File: config.mk
export PLATFORM = sky130hd
export DESIGN_NAME = ghoul_wave_sched
export DESIGN_NICKNAME = d
export VERILOG_FILES = /design/src/rtl/ghoul_pkg.sv /design/src/rtl/ghoul_lfsr16.sv /design/src/rtl/ghoul_wave_sched.sv
export SDC_FILE = /design/constraint.sdc
export NUM_CORES = 1
export LEC_CHECK = 0
export ABC_AREA = 1
export CAP_MARGIN = 15
export CORE_MARGIN = 5
export CORE_UTILIZATION = 60
export CTS_CLUSTER_DIAMETER = 30
export DETAILED_ROUTE_END_ITERATION = 6
export GPL_ROUTABILITY_DRIVEN = 1
export HOLD_SLACK_MARGIN = 0.08
export PLACE_DENSITY = 0.88
export SLEW_MARGIN = 20
export SYNTH_ARGS = -nofsm -noshare
export SYNTH_HDL_FRONTEND = slang
export SYNTH_SLANG_ARGS = --single-unit
File: constraint.sdc
create_clock -name clk -period 4.4 [get_ports clk]
set_input_delay 0.44 -clock clk [delete_from_list [all_inputs] [get_ports clk]]
set_output_delay 0.44 -clock clk [all_outputs]
set_load 0.005 [all_outputs]
File: src/rtl/ghoul_pkg.sv
// Shared types and constants for the ghoul wave scheduler: FSM states,
// LFSR seed/taps and spawn-area geometry.
package ghoul_pkg;

   typedef enum logic [2:0] {
      ST_IDLE,
      ST_WAVE_INTRO,
      ST_SPAWN,
      ST_FIGHT,
      ST_DONE
   } state_t;

   // 16-bit Fibonacci LFSR, taps 16,14,13,11 (bits 15,13,12,10)
   localparam logic [15:0] LFSR_SEED = 16'hACE1;
   localparam logic [15:0] LFSR_TAPS = 16'hB400;

   localparam logic [9:0] SPAWN_X_BASE = 10'd32;
   localparam logic [8:0] SPAWN_Y_BASE = 9'd48;
   localparam logic [9:0] SCREEN_X_MAX = 10'd639;
   localparam logic [8:0] SCREEN_Y_MAX = 9'd479;

   function automatic logic [15:0] lfsr_next(input logic [15:0] v);
      return {v[14:0], ^(v & LFSR_TAPS)};
   endfunction

   // Spawn X from 9 random bits; clamp keeps the point on screen
   function automatic logic [9:0] spawn_x_of(input logic [8:0] r);
      logic [9:0] x;
      x = SPAWN_X_BASE + {1'b0, r};
      return (x > SCREEN_X_MAX) ? SCREEN_X_MAX : x;
   endfunction

   // Spawn Y from 7 random bits (48..175); clamp keeps the point on screen
   function automatic logic [8:0] spawn_y_of(input logic [6:0] r);
      logic [8:0] y;
      y = SPAWN_Y_BASE + {2'b00, r};
      return (y > SCREEN_Y_MAX) ? SCREEN_Y_MAX : y;
   endfunction

endpackage

File: src/rtl/ghoul_lfsr16.sv
// Free-running 16-bit pseudo-random source; steps once per enable pulse.
module ghoul_lfsr16
   import ghoul_pkg::*;
(
   input  logic        clk,
   input  logic        reset,
   input  logic        en,
   output logic [15:0] value
);

   logic [15:0] lfsr_q, lfsr_d;

   // Next value: shift only when enabled
   always_comb begin
      lfsr_d = lfsr_q;
      if (en) lfsr_d = lfsr_next(lfsr_q);
   end

   // LFSR register, seeded on reset so it never holds zero
   always_ff @(posedge clk or posedge reset) begin
      if (reset) lfsr_q <= LFSR_SEED;
      else       lfsr_q <= lfsr_d;
   end

   assign value = lfsr_q;

endmodule

File: src/rtl/ghoul_wave_sched.sv
// Ghoul wave scheduler: sequences intro/spawn/fight per wave, allocates the
// lowest free ghoul slot for each spawn and tracks occupancy from kills.
module ghoul_wave_sched
   import ghoul_pkg::*;
#(
   parameter  int unsigned NUM_GHOULS = 3,
   parameter  int unsigned SPAWN_GAP  = 60,
   parameter  int unsigned WAVE_PAUSE = 120,
   parameter  int unsigned MAX_WAVE   = 7,
   parameter  int unsigned GHOUL_HP   = 3,
   localparam int unsigned IDX_W      = (NUM_GHOULS > 1) ? $clog2(NUM_GHOULS) : 1
) (
   input  logic                  clk,
   input  logic                  reset,
   input  logic                  frame_tick,
   input  logic                  start,
   input  logic                  kill_valid,
   input  logic [IDX_W-1:0]      kill_idx,
   output logic                  spawn_valid,
   input  logic                  spawn_ready,
   output logic [IDX_W-1:0]      spawn_idx,
   output logic [9:0]            spawn_x,
   output logic [8:0]            spawn_y,
   output logic [1:0]            spawn_hp,
   output logic [NUM_GHOULS-1:0] slot_active,
   output logic [2:0]            wave_num,
   output logic [3:0]            move_div,
   output logic                  game_won
);

   localparam int unsigned PW = $clog2(WAVE_PAUSE + 1);
   localparam int unsigned GW = $clog2(SPAWN_GAP + 1);

   localparam logic [PW-1:0]  PAUSE_LOAD = PW'(WAVE_PAUSE);
   localparam logic [GW-1:0]  GAP_LOAD   = GW'(SPAWN_GAP);
   localparam logic [2:0]     LAST_WAVE  = 3'(MAX_WAVE);
   localparam logic [1:0]     HP_LOAD    = 2'(GHOUL_HP);
   localparam logic [IDX_W:0] SLOT_LIMIT = (IDX_W + 1)'(NUM_GHOULS);

   state_t                  state_q, state_d;
   logic                    valid_q, valid_d;
   logic [IDX_W-1:0]        idx_q, idx_d;
   logic [9:0]              x_q, x_d;
   logic [8:0]              y_q, y_d;
   logic [1:0]              hp_q, hp_d;
   logic [NUM_GHOULS-1:0]   slot_q, slot_d;
   logic [2:0]              wave_q, wave_d;
   logic                    won_q, won_d;
   logic [PW-1:0]           pause_q, pause_d;
   logic [GW-1:0]           gap_q, gap_d;
   logic [3:0]              spawned_q, spawned_d;

   logic [15:0]             lfsr;
   logic [IDX_W-1:0]        free_idx;
   logic                    any_free;
   logic [3:0]              quota;
   logic                    xfer;
   logic                    kill_ok;

   ghoul_lfsr16 u_lfsr (
      .clk   (clk),
      .reset (reset),
      .en    (frame_tick),
      .value (lfsr)
   );

   // Lowest-index free slot
   always_comb begin
      free_idx = '0;
      any_free = 1'b0;
      for (int unsigned i = 0; i < NUM_GHOULS; i++) begin
         if (!slot_q[i] && !any_free) begin
            any_free = 1'b1;
            free_idx = IDX_W'(i);
         end
      end
   end

   // Next-state logic: counters, occupancy, spawn handshake and wave FSM
   always_comb begin
      state_d   = state_q;
      valid_d   = valid_q;
      idx_d     = idx_q;
      x_d       = x_q;
      y_d       = y_q;
      hp_d      = hp_q;
      slot_d    = slot_q;
      wave_d    = wave_q;
      won_d     = won_q;
      pause_d   = pause_q;
      gap_d     = gap_q;
      spawned_d = spawned_q;

      quota   = {1'b0, wave_q} + 4'd2;
      xfer    = valid_q && spawn_ready;
      kill_ok = kill_valid && ({1'b0, kill_idx} < SLOT_LIMIT);

      if (frame_tick && (gap_q != '0)) gap_d = gap_q - GW'(1);

      // Kill is applied before the transfer set; they never hit the same
      // slot because the pending spawn slot is still inactive.
      if (kill_ok) slot_d[kill_idx] = 1'b0;

      if (xfer) begin
         slot_d[idx_q] = 1'b1;
         valid_d       = 1'b0;
         spawned_d     = spawned_q + 4'd1;
         gap_d         = GAP_LOAD;
      end

      case (state_q)
         ST_IDLE, ST_DONE: begin
            if (start) begin
               state_d = ST_WAVE_INTRO;
               wave_d  = 3'd1;
               won_d   = 1'b0;
               slot_d  = '0;
               pause_d = PAUSE_LOAD;
            end
         end
         ST_WAVE_INTRO: begin
            if (frame_tick) begin
               if (pause_q <= PW'(1)) begin
                  state_d   = ST_SPAWN;
                  pause_d   = '0;
                  spawned_d = '0;
                  gap_d     = '0;
               end else begin
                  pause_d = pause_q - PW'(1);
               end
            end
         end
         ST_SPAWN: begin
            if ((spawned_q == quota) && !valid_q) begin
               state_d = ST_FIGHT;
            end else if (!valid_q && (gap_q == '0) && (spawned_q < quota) && any_free) begin
               valid_d = 1'b1;
               idx_d   = free_idx;
               x_d     = spawn_x_of(lfsr[8:0]);
               y_d     = spawn_y_of(lfsr[15:9]);
               hp_d    = HP_LOAD;
            end
         end
         ST_FIGHT: begin
            if (slot_q == '0) begin
               if (wave_q < LAST_WAVE) begin
                  wave_d  = wave_q + 3'd1;
                  pause_d = PAUSE_LOAD;
                  state_d = ST_WAVE_INTRO;
               end else begin
                  state_d = ST_DONE;
                  won_d   = 1'b1;
               end
            end
         end
         default: state_d = ST_IDLE;
      endcase
   end

   // State and datapath registers
   always_ff @(posedge clk or posedge reset) begin
      if (reset) begin
         state_q   <= ST_IDLE;
         valid_q   <= 1'b0;
         idx_q     <= '0;
         x_q       <= '0;
         y_q       <= '0;
         hp_q      <= '0;
         slot_q    <= '0;
         wave_q    <= '0;
         won_q     <= 1'b0;
         pause_q   <= '0;
         gap_q     <= '0;
         spawned_q <= '0;
      end else begin
         state_q   <= state_d;
         valid_q   <= valid_d;
         idx_q     <= idx_d;
         x_q       <= x_d;
         y_q       <= y_d;
         hp_q      <= hp_d;
         slot_q    <= slot_d;
         wave_q    <= wave_d;
         won_q     <= won_d;
         pause_q   <= pause_d;
         gap_q     <= gap_d;
         spawned_q <= spawned_d;
      end
   end

   // Movement divider speeds ghouls up as waves progress
   always_comb begin
      move_div = 4'd8;
      if (wave_q != 3'd0) move_div = 4'd8 - {1'b0, wave_q};
   end

   assign spawn_valid = valid_q;
   assign spawn_idx   = idx_q;
   assign spawn_x     = x_q;
   assign spawn_y     = y_q;
   assign spawn_hp    = hp_q;
   assign slot_active = slot_q;
   assign wave_num    = wave_q;
   assign game_won    = won_q;

endmodule

Yosys cells after proc, flatten, opt, wreduce, memory -nomap -nowiden
Cells that the tools add are included.
- bits of input ports: 8
- output and inout port bits: 35
- logic and storage cells: 125
- bits in registers: 66
- reductions and logical operators: 29
- eq/ne operators: 12
- add/sub/neg operators: 8
- muxes and demuxes: 49
- $lt $le $gt $ge: 10
- bitwise operators: 4
- operators by type and width (operator ; number):
    $mux W3 ; 12
    $mux W7 ; 5
    $mux W6 ; 5
    $pmux W7 S3 ; 1
    $mux W4 ; 5
    $reduce_xor A16 Y1 ; 1
    $ne A2 B2 Y1 const B ; 7
    $mux W1 ; 13
    $pmux W3 S4 ; 1
    $logic_and A1 B1 Y1 ; 11
    $add A6 B9 Y10 const A ; 1
    $gt A10 B10 Y1 const B ; 1
    $mux W10 ; 1
    $reduce_and A5 Y1 ; 2
    $gt A8 B9 Y1 const B ; 1
    $mux W9 ; 1
    $add A6 B7 Y8 const A ; 1
    $reduce_and A4 Y1 ; 2
    $le A7 B1 Y1 const B ; 1
    $sub A7 B1 Y7 const B ; 1
    $eq A3 B2 Y1 const B ; 2
    $logic_not A3 Y1 ; 2
    $logic_not A6 Y1 ; 1
    $lt A2 B3 Y1 const B ; 2
    26 further kinds ; 32

Logic depth before layout (Yosys ltp)
Gate-level depths: netlist (run 1).
- depth in word-level cells: 11
- mapped depth: 13
- depth with buffers taken out: 12

Hierarchy
Synthesis (run 1) repeated with hierarchy kept, for this count alone.
- cell total of the unflattened synthesis: 489
- area, all modules: 3679.8 µm²
- modules (own cells, without submodules) (module ; cells each ; seq. area each (µm²) ; times used ; area an instance (µm²)):
    ghoul_wave_sched ; 411 ; 1226.2 ; 1 ; 2989.1
    ghoul_lfsr16 ; 78 ; 410.4 ; 1 ; 690.7

Least setup slack after synthesis (run 1)
No wires, ideal clock.
- path type: register to register
- from: register wave_q[1] (netlist: wave_num[1])
- to: register y_q[7] (netlist: spawn_y[7])
- stages on the path, launching flop included: 14
- library setup time: 0.123 ns
- data required time: 4.277 ns
- path buffers: 1
- arrival time: 1.740 ns
- clock period less this slack: 1.863 ns
- slack: 2.537 ns
- cell sequence: dfrtp_1 inv_1 ha_1 inv_1 ha_1 nand2_1 nor2_1 nand2_1 nand2_2 nor2_4 nand2_4 buf_6 nand2_2 o21ai_2
- cells in the longest elaborated chain, start to end: 5
- elaborated cells between the ends (all ways): 8
- classes of those cells: 1 x add/sub; 1 x order compare; 1 x eq/ne; 1 x bitwise; 4 x reduce/logical
- ends and longest elaborated chain (what ; RTL line ; source):
    start, declared ; ghoul_wave_sched.sv:47 ; logic [2:0] wave_q, wave_d;
    start signal, assigned ; ghoul_wave_sched.sv:183 ; wave_q <= wave_d;
    $add A3 B2 Y4 * ; ghoul_wave_sched.sv:94 ; quota = {1'b0, wave_q} + 4'd2;
    $lt A4 B4 Y1 / $eq A4 B4 Y1 (equally long branches) ; ghoul_wave_sched.sv:136, ghoul_wave_sched.sv:134 ;
    $logic_and A1 B1 Y1 (on tied branches) ; ghoul_wave_sched.sv:136, ghoul_wave_sched.sv:134 ;
    $logic_and A1 B1 Y1 / $not A1 Y1 (equally long branches) ; n/a ;
    $reduce_and A3 Y1 (no line) * ; n/a ;
    end signal, assigned ; ghoul_wave_sched.sv:180 ; y_q <= y_d;
    end, declared ; ghoul_wave_sched.sv:44 ; logic [8:0] y_q, y_d;
Mark *: on every way between the ends. The rest lies on a longest branch, timed or not.
A chain may end at the register's enable or synchronous reset.

Final worst setup path (run 1)
- from: register wave_q[0] (netlist: wave_num[0])
- to: output move_div[0]
- cells in the longest elaborated chain, start to end: 2
- elaborated cells between the ends (all ways): 3
- classes of those cells: 1 x add/sub; 1 x mux; 1 x reduce/logical
- ends and longest elaborated chain (what ; RTL line ; source):
    $sub A4 B3 Y4 / $reduce_bool A3 Y1 (equally long branches) ; ghoul_wave_sched.sv:194 ; if (wave_q != 3'd0) move_div = 4'd8 - {1'b0, wave_q};
    $mux W4 * ; ghoul_wave_sched.sv:194 ;
    end, declared ; ghoul_wave_sched.sv:27 ; output logic [3:0] move_div,
Marks and branches as above.

==> results.yml, run 1 <==
clock_network:
  clockBufferDepth: 2
  numCtsBuffers: 9
  cts_resized: 0
  cts_root_buf: "clkbuf_8"
  h-tree-depth: 3
  cts_hold_buffers: 0
  clk_pin_slew_worst_paths_ps: 70
  cts_tree: "built"
  cts.sinks: 65
  clk_latency_ps: 350
  cts_setup_buffers: 0
sta:
  timing.final.ws_setup_ps: 1880
  setup_viol: 0
  hold_violations: 0
  slew_headroom: 0.545
  final.min_clock_period_ps: 2520
  timing.setup.tns_ps: 0
  worst_pin_slew_ps: 681
  finalCritPeriodShare: 0.574
  rsz0062_at_grt: "no"
  finClkSkew_ps: 8.62
  timing.fmax_mhz: 396
  report.final.slew_viol_count: 0
floorplan:
  rows: 28
  io_pins: 43
  start_util: 0.611
  die_w_um: 87.4
  die_y_um: 87.4
  core_area_um2: 5890
  fp.dieArea_um2: 7640
synthesis:
  syn_nets: 458
  yosysUniqueCellTypes: 29
  yosys-top-cells-area: "dfrtp_1 (40%), nand2_1 (10%), dfstp_2 (5.8%)"
  syn_avg_cell_area_um2: 8.28
  netlist_instances: 434
  syn_area_um2: 3590
  ys_warn_count: 0
  seq_area_frac_synth: 0.455
  yosysTopAreaCellShare: 0.397
  yosysTopAreaCell: "dfrtp_1"
  ys_ff_latch: 65
outcome:
  status: "finished clean"
setup_path:
  critPathRequiredTime_ps: 3960
  critPathKind: "reg -> out"
  worstPathCellList: "inv_1, ha_1, ha_1, nor2_1, clkdlybuf4s50_1"
  worstPathArrival_ps: 2080
  endpoint_kind: "output port"
  cpMostUsedCell: "ha_1"
  critical-path-slowest-cell: "clkdlybuf4s50_1"
  max_stage_delay_ps: 550
  path_max_fanout: 6
  crit_path_start_kind: "flip-flop"
routing:
  routed_wl_um: 7360
  ant_nets: 0
  drtPass1Iterations: 4
  drc: 0
  vias_per_cell: 5.15
  drtIter0Drc: 143
  via_count: 2875
  routedWlPerCell_um: 13.2
global_route:
  grt_max_degree: 43
  antenna_found_initial: 0
  grtUsageTotal: 0.217
  grt_pass1_wl_um: 12800
  grt_busiest_layer: "met2"
  grt_use_met1: 0.275
  overflow: 0
  grtUsageMet2: 0.357
  grt_use_met3: 0.0426
  grt_pass1_vias: 2807
power:
  peakVddDrop_uv: 317
  p_leak_uw: 0.00206
  p_per_area_nw_per_um2: 608
cells_and_area:
  register_area_um2: 1640
  multi_input_area_um2: 1650
  layout.nets: 502
  area_growth_pct: 17.8
  n_fill_cell: 453
  diodes: 0
  stdcell_count: 558
  layout-drive-gt1-share: 0.197
place:
  dp.cells: 542
  dp_slack_ps: 2000
  hpwl_um: 5310
  portBuffers: 41
  gp_congestion: 0.885
flow_run:
  cap_violations: 0
hold_path:
  hp-class: "in -> async"
-- per-stage QoR --
| stage | hold slack, ps | instance area (um^2) | power [uW] | utilization |
|---|---|---|---|---|
| 5_1_grt | 514 | 4230 | 2790 | 0.719 |
| 2_1_floorplan | 456 | 3590 | 1680 | - |
| 4_1_cts | 487 | 4230 | 2590 | 0.719 |
| 6_report | 482 | 4230 | 2580 | 0.719 |
| 3_5_place_dp | 476 | 4030 | 2060 | 0.685 |
| 3_3_place_gp | 472 | 4030 | 2010 | 0.685 |
-- kinds of logic (layout without fill, tap and decap cells) --
group | after synthesis | in the layout | synth area share
buffers and inverters | 72 | 121 | 0.0857
AO/OA/AOI/OAI | 58 | 58 | 0.103
XOR/XNOR | 13 | 13 | 0.0317
flip-flops | 65 | 65 | 0.455
adder cells (fa/ha/maj) | 16 | 16 | 0.0557
other | 1 | 1 | 0.00104
AND/OR/NAND/NOR | 209 | 209 | 0.268
-- routing by layer --
metal	up-vias	share of wire
met3	11	0.044
met5	-	0
li1	1448	-
met2	61	0.49
met1	1355	0.45
met4	0	0.015
-- worst max-delay path, delay by kind of cell, from the launching register on --
| kind | cells | cell delay, ps |
|---|---|---|
| buffers and inverters | 2 | 670 |
| DFF | 1 | 460 |
| adders and majority gates | 2 | 430 |
| and+or+nand+nor | 1 | 190 |
-- power by group --
| group | internal [uW] | switching, uW |
|---|---|---|
| clock network | 293 | 217 |
| registers | 789 | 175 |
| logic | 503 | 599 |
| total | 1580 | 992 |
-- cell type report --
type | instances | share of cell area
Multi-Input combinational cell | 297 | 0.389
Sequential cell | 65 | 0.387
Timing Repair Buffer | 42 | 0.0987
Inverter | 63 | 0.0559
Clock buffer | 14 | 0.0384
Tap cell | 75 | 0.0222
Clock inverter | 2 | 0.00887
-- cells in the final DEF (no fill, tap or decap), drive strengths merged --
cell type / instances
xnor2: 3
ha: 16
nand3: 26
nand3b: 1
conb: 1
xor2: 10
dfstp: 8
o211ai: 1
bufinv: 1
dfrtp: 57
clkinvlp: 1
nand2: 125
nand4: 3
o22ai: 1
a21oi: 12
clkbuf: 14
or2: 2
clkdlybuf4s50: 41
nor3: 3
o21ai: 44
nor2: 49
buf: 1
inv: 63
-- flip-flops by register name, indices dropped and copies added (netlist names) --
signal and cells:
spawn_hp 1, spawned_q 4, game_won 1, state_q 3, spawn_idx 2, u_lfsr.value 16, slot_active 3, spawn_y 8
gap_q 6, spawn_x 10, wave_num 3, pause_q 7, spawn_valid 1
-- synth_stat cells --
master / instances
a21oi_1: 12
buf_4: 2
buf_6: 4
clkbuf_1: 3
conb_1: 1
dfrtp_1: 57
dfstp_2: 8
ha_1: 16
inv_1: 48
inv_2: 15
nand2_1: 100
nand2_2: 24
nand2_4: 1
nand3_1: 23
nand3_2: 3
nand3b_1: 1
nand4_1: 3
nor2_1: 42
nor2_2: 2
nor2_4: 5
nor3_1: 3
o211ai_1: 1
o21ai_0: 15
o21ai_1: 9
o21ai_2: 20
o22ai_1: 1
or2_2: 2
xnor2_1: 3
xor2_1: 10
-- path summary, 6_finish.rpt --
check                            startpoint                to  slack, ps  cells past startpoint
min in group clk                 spawn_x[1]        spawn_x[1]        490                      2
worst min register to register   spawn_x[1]        spawn_x[1]        490                      2
worst min-delay path                  reset        spawn_x[7]        480                      2
worst max-delay path            wave_num[0]       move_div[0]       1880                      5
max in group asynchronous             reset  u_lfsr.value[13]       2990                      3
worst max register to register  wave_num[1]        spawn_y[0]       2030                     12
No activity file was read; power rests on OpenSTA's default activity.
==> run 2: changes to the inputs <==
--- a/config.mk
+++ b/config.mk
@@ -8,12 +8,12 @@
 export ABC_AREA = 1
 export CAP_MARGIN = 15
 export CORE_MARGIN = 5
-export CORE_UTILIZATION = 60
+export CORE_UTILIZATION = 51
 export CTS_CLUSTER_DIAMETER = 30
 export DETAILED_ROUTE_END_ITERATION = 6
 export GPL_ROUTABILITY_DRIVEN = 1
 export HOLD_SLACK_MARGIN = 0.08
-export PLACE_DENSITY = 0.88
+export PLACE_DENSITY = 0.8
 export SLEW_MARGIN = 20
 export SYNTH_ARGS = -nofsm -noshare
 export SYNTH_HDL_FRONTEND = slang
==> constraint.sdc (replaced) <==
create_clock -name clk -period 2.2 [get_ports clk]
set_input_delay 0.22 -clock clk [delete_from_list [all_inputs] [get_ports clk]]
set_output_delay 0.22 -clock clk [all_outputs]
set_load 0.005 [all_outputs]
==> run 2 against run 1 <==
Via count is 2.5% higher. Sequential power is 99% higher. Cell count is 4.8% higher. Count of clock-buffer cells in the layout is 4 lower. Combinational power is 110% higher. Register-to-register slack worse by 1900 ps. Largest cell class unchanged.
==> results.yml, run 2 (synthesis gave the netlist of run 1 again) <==
clock_network:
  cts_tree: "built"
  cts_root_buf: "clkbuf_8"
  h-tree-depth: 3
  clockBufferDepth: 2
  numCtsBuffers: 9
  clk_latency_ps: 350
  cts.sinks: 65
  clk_pin_slew_worst_paths_ps: 80
routing:
  via_count: 2947
  drtPass1Iterations: 4
  routedWlPerCell_um: 13.4
  drtIter0Drc: 147
  routed_wl_um: 7840
  ant_nets: 0
  vias_per_cell: 5.04
  drc: 0
cells_and_area:
  final_core_util: 0.646
  layout.nets: 508
  largest_reg_flops: 16
  stdcell_count: 585
  diodes: 0
  final_common_cell: "nand2_1"
  layout_common_cells: "nand2_1 (100), dfrtp_1 (55), inv_1 (46)"
  design_area_um2: 4410
  area_growth_pct: 22.7
  register_area_um2: 1640
  layout-drive-gt1-share: 0.221
  n_fill_cell: 582
  multi_input_area_um2: 1650
floorplan:
  fp.dieArea_um2: 8820
  die_w_um: 93.9
  die_y_um: 93.9
  core_area_um2: 6830
  rows: 30
  io_pins: 43
  start_util: 0.526
global_route:
  grt_max_degree: 42
  overflow: 0
  antenna_found_initial: 0
  grt_pass1_vias: 2992
  grtUsageTotal: 0.195
  grt_pass1_wl_um: 13700
power:
  p_per_area_nw_per_um2: 1270
  peakVddDrop_uv: 706
  p_leak_uw: 0.00214
setup_path:
  rrSetupSlack_ps: 170
  critPathKind: "reg -> out"
  endpoint_kind: "output port"
  worstPathCellList: "inv_1, ha_1, ha_2, nor2_1, nor2_1, clkdlybuf4s50_1"
  cpMostUsedCell: "nor2_1"
  crit_path_start_kind: "flip-flop"
  max_stage_delay_ps: 510
  path_max_fanout: 6
  critical-path-slowest-cell: "clkdlybuf4s50_1"
  worstPathArrival_ps: 1890
  critPathRequiredTime_ps: 1980
sta:
  whs_ps: 236
  hold_violations: 0
  report.final.slew_viol_count: 0
  finalCritPeriodShare: 0.960
  setup_viol: 0
  finClkSkew_ps: 13.3
  worst_pin_slew_ps: 543
  timing.fmax_mhz: 474
  final.min_clock_period_ps: 2110
  timing.final.ws_setup_ps: 89.0
  slew_headroom: 0.638
place:
  hpwl_um: 5390
  dp_slack_ps: 164
  dp.cells: 567
  gp_congestion: 0.900
  placed_area_um2: 4120
  portBuffers: 41
hold_path:
  hp-class: "in -> async"
flow_run:
  cap_violations: 0
outcome:
  status: "finished clean"
==> run 2: cell count changes in the layout (fill, tap and decap cells not counted), moves of 2 or more <==
cell       delta
clkbuf_1      -3
dfrtp_1       -2
buf_12        +2
dfrtp_2       +2
buf_4         +4
bufinv_16     +3
==> run 2: critical path: cells and delay by family (launching register included) <==
family	cells	cell delay [ps]
buffers and inverters	2	600
flip-flops	1	450
adder cells (fa/ha/maj)	2	340
AND/OR/NAND/NOR	2	140
==> run 2: where the power goes <==
part	switching (uW)	internal (uW)	leakage, uW
registers	341	1580	0.000821
logic	1220	1050	0.00118
clock network	517	905	0.000137
==> run 2: routing by layer <==
metal  track usage  share of wire  up-vias
met3        0.0457          0.048       16
met1         0.242           0.43     1400
met4        0.0698          0.020        0
met2         0.330           0.50       69
met5             0              0        -
li1              -              -     1462
==> run 2: cell type report <==
| cell class | count | share of cell area |
|---|---|---|
| clock buffers | 10 | 0.0312 |
| clock inverters | 6 | 0.0312 |
| inverters | 63 | 0.0536 |
| multi-input cells | 297 | 0.374 |
| flip-flops and latches | 65 | 0.372 |
| well taps | 96 | 0.0272 |
| repair buffers | 48 | 0.111 |
==> run 2: what timing repair did <==
action / 4_1_cts / 5_1_grt
setup buffers: 1 / 1
resized for setup: 2 / 2
gates cloned: 0 / 0
endpoints found under the setup margin: 4 / 3
hold endpoints to repair: 0 / 0
hold buffers: 0 / 0
pin swaps: 0 / 0
==> run 2: final timing paths <==
| kind | from | to | cells past startpoint |
|---|---|---|---|
| hold reg to reg | spawn_x[5] | spawn_x[5] | 2 |
| max in group asynchronous | reset | wave_num[0] | 3 |
| setup reg to reg | wave_num[2] | spawn_y[0] | 13 |
| min in group clk | spawn_ready | spawn_valid | 2 |
| hold / removal | reset | pause_q[4] | 3 |
| setup / recovery | wave_num[1] | move_div[3] | 6 |
==> run 2: per-stage QoR <==
step / power, uW / setup TNS, ps
floorplan: 3360 / 0
global placement: 4040 / 0
detailed placement: 4140 / 0
CTS: 5620 / 0
global route: 6040 / -6.31
finish: 5610 / 0
==> run 3: changes to the inputs <==
--- a/config.mk
+++ b/config.mk
@@ -5,15 +5,14 @@
 export SDC_FILE = /design/constraint.sdc
 export NUM_CORES = 1
 export LEC_CHECK = 0
-export ABC_AREA = 1
 export CAP_MARGIN = 15
 export CORE_MARGIN = 5
-export CORE_UTILIZATION = 51
+export CORE_UTILIZATION = 50
 export CTS_CLUSTER_DIAMETER = 30
 export DETAILED_ROUTE_END_ITERATION = 6
 export GPL_ROUTABILITY_DRIVEN = 1
 export HOLD_SLACK_MARGIN = 0.08
-export PLACE_DENSITY = 0.8
+export PLACE_DENSITY = 0.79
 export SLEW_MARGIN = 20
 export SYNTH_ARGS = -nofsm -noshare
 export SYNTH_HDL_FRONTEND = slang
==> run 3 against run 2 <==
The run now ends with negative setup slack left. Count of clock-buffer cells in the layout grew 1. Routed wire length shrank 0.18%. Clock power shrank 27%. Critical path depth grew 3. Core utilization grew 0.78 points. Synthesized area shrank 5.7%. Sequential share of layout area grew 0.33 points. Power shrank 28%. Combinational power shrank 47%. Non-clock buffer count grew 24. Sequential cell count is the same. Critical endpoint is now spawn_x[8]. Largest cell class is now registers.
==> results.yml, run 3 <==
place:
  placed_area_um2: 3940
  hpwl_um: 5010
  gp_congestion: 0.794
  dp_slack_ps: -1.92
  portBuffers: 41
synthesis:
  ys_warn_count: 0
  yosysUniqueCellTypes: 58
  synth.most_common_cell: "dfrtp_1"
  syn_avg_cell_area_um2: 10.8
  yosysTopAreaCell: "dfrtp_1"
  ys_ff_latch: 65
  yosys-top-cells-area: "dfrtp_1 (42%), dfstp_2 (6.2%), ha_1 (5.9%)"
  syn_nets: 338
  synth_edf_count: 0
  seq_area_frac_synth: 0.483
  async_flop_share: 1.00
  synth_top_flop_cell: "dfrtp_1"
  yosysTopAreaCellShare: 0.421
  syn_area_um2: 3390
  synth_common_cells: "dfrtp_1 (57), inv_1 (28), nor2_1 (25)"
  netlist_instances: 314
power:
  power_uw: 4030
  p_per_area_nw_per_um2: 923
  p_leak_uw: 0.00199
  peakVddDrop_uv: 534
flow_run:
  cap_violations: 0
clock_network:
  cts_hold_buffers: 0
  cts_tree: "built"
  numCtsBuffers: 9
  clockBufferDepth: 2
  cts.sinks: 65
  clk_pin_slew_worst_paths_ps: 70
  clk_latency_ps: 350
  cts_root_buf: "clkbuf_8"
  h-tree-depth: 3
sta:
  final.min_clock_period_ps: 2250
  worst_pin_slew_ps: 906
  finalCritPeriodShare: 1.02
  timing.final.ws_setup_ps: -45.7
  hold_violations: 0
  finClkSkew_ps: 9.73
  rsz0062_at_grt: "yes"
  whs_ps: 255
  slew_headroom: 0.391
  setup_viol: 12
  report.final.slew_viol_count: 0
  timing.fmax_mhz: 445
cells_and_area:
  final_core_util: 0.653
  layout_common_cells: "dfrtp_1 (57), clkdlybuf4s50_1 (40), nor2_1 (25), buf_4 (25), inv_1 (23)"
  layout.nets: 407
  largest_reg_flops: 16
  n_fill_cell: 507
  diodes: 0
  final_common_cell: "dfrtp_1"
  area_growth_pct: 28.8
  layout-drive-gt1-share: 0.240
  design_area_um2: 4370
setup_path:
  critPathKind: "reg -> reg"
  rr_worst_depth: 9
  path_max_fanout: 8
  rrSetupSlack_ps: -50
  crit_path_start_kind: "flip-flop"
  r2r_end: "spawn_x[8]"
  rr_startpoint: "wave_num[1]"
  critPathRequiredTime_ps: 2430
  worstPathArrival_ps: 2480
  endpoint_kind: "flip-flop"
floorplan:
  rows: 30
  io_pins: 43
  die_w_um: 92.3
  die_y_um: 92.3
  fp.dieArea_um2: 8530
  start_util: 0.507
  core_area_um2: 6680
routing:
  drc: 0
  routedWlPerCell_um: 16.7
  via_count: 2608
  vias_per_cell: 5.57
  drtIter0Drc: 124
  ant_nets: 0
  routed_wl_um: 7820
  drtPass1Iterations: 4
global_route:
  grtUsageTotal: 0.176
  antenna_found_initial: 0
  grt_pass1_vias: 2527
  grt_max_degree: 66
  overflow: 0
  grt_pass1_wl_um: 12000
outcome:
  violations: "negative setup slack"
  status: "finished with violations"
hold_path:
  hp-class: "in -> async"
## run 3: worst max-delay path: stages (launching register included)
cell,delay (ps)
dfrtp_1,420
buf_4,170
ha_1,300
nor2b_1,140
o211ai_1,200
buf_4,170
nand4_4,140
buf_12,170
buf_12,130
mux2_4,280
## run 3: logic make-up after synthesis
logic type	synth area share
buffers and inverters	0.0546
XOR/XNOR	0.0284
flip-flops	0.483
other	0.00111
adder cells (fa/ha/maj)	0.0591
AND/OR/NAND/NOR	0.150
AO/OA/AOI/OAI	0.110
multiplexers	0.114
## run 3: layout make-up
cell class / instances / area (um^2) / area share
Tap cell: 80 / 100 / 0.0229
Multi-Input combinational cell: 207 / 1620 / 0.371
Clock inverter: 5 / 55.1 / 0.0126
Sequential cell: 65 / 1640 / 0.375
Inverter: 28 / 105 / 0.0241
Timing Repair Buffer: 72 / 708 / 0.162
Clock buffer: 11 / 141 / 0.0324
## run 3: timing repair
action	CTS	global route
gates cloned	0	1
setup endpoints to repair	2	19
pin swaps	1	3
gates resized for setup	0	17
setup buffers	3	14
endpoints found under the hold margin	0	0
## run 3: report_power, final
group	internal (uW)	switching, uW	total [uW]
clock network	550	475	1030
registers	1500	302	1800
logic	634	567	1200
total	2680	1340	4030
## run 3: layer usage
layer / share of wire / track usage / up-vias
li1: - / - / 1252
met1: 0.44 / 0.222 / 1273
met2: 0.50 / 0.285 / 66
met3: 0.046 / 0.0504 / 17
met4: 0.018 / 0.0718 / 0
met5: 0 / 0 / -
## run 3: worst max-delay path by stage
stage | slack [ps] | endpoint | startpoint | cells past startpoint
floorplan | 120 | spawn_x[5] | wave_num[1] | 9
global placement | 90 | spawn_y[0] | wave_num[1] | 9
detailed placement | -2 | spawn_idx[0] | wave_num[1] | 9
CTS | 10 | spawn_y[0] | wave_num[1] | 9
global route | -90 | spawn_x[8] | wave_num[2] | 10
finish | -50 | spawn_x[8] | wave_num[1] | 9
## run 3: stage by stage
| stage | std cells | setup TNS (ps) |
|---|---|---|
| 6_report | 468 | -345 |
| 5_1_grt | 468 | -1120 |
| 4_1_cts | 453 | 0 |
| 3_5_place_dp | 434 | -1.92 |
| 3_3_place_gp | 434 | 0 |
| 2_1_floorplan | 314 | 0 |
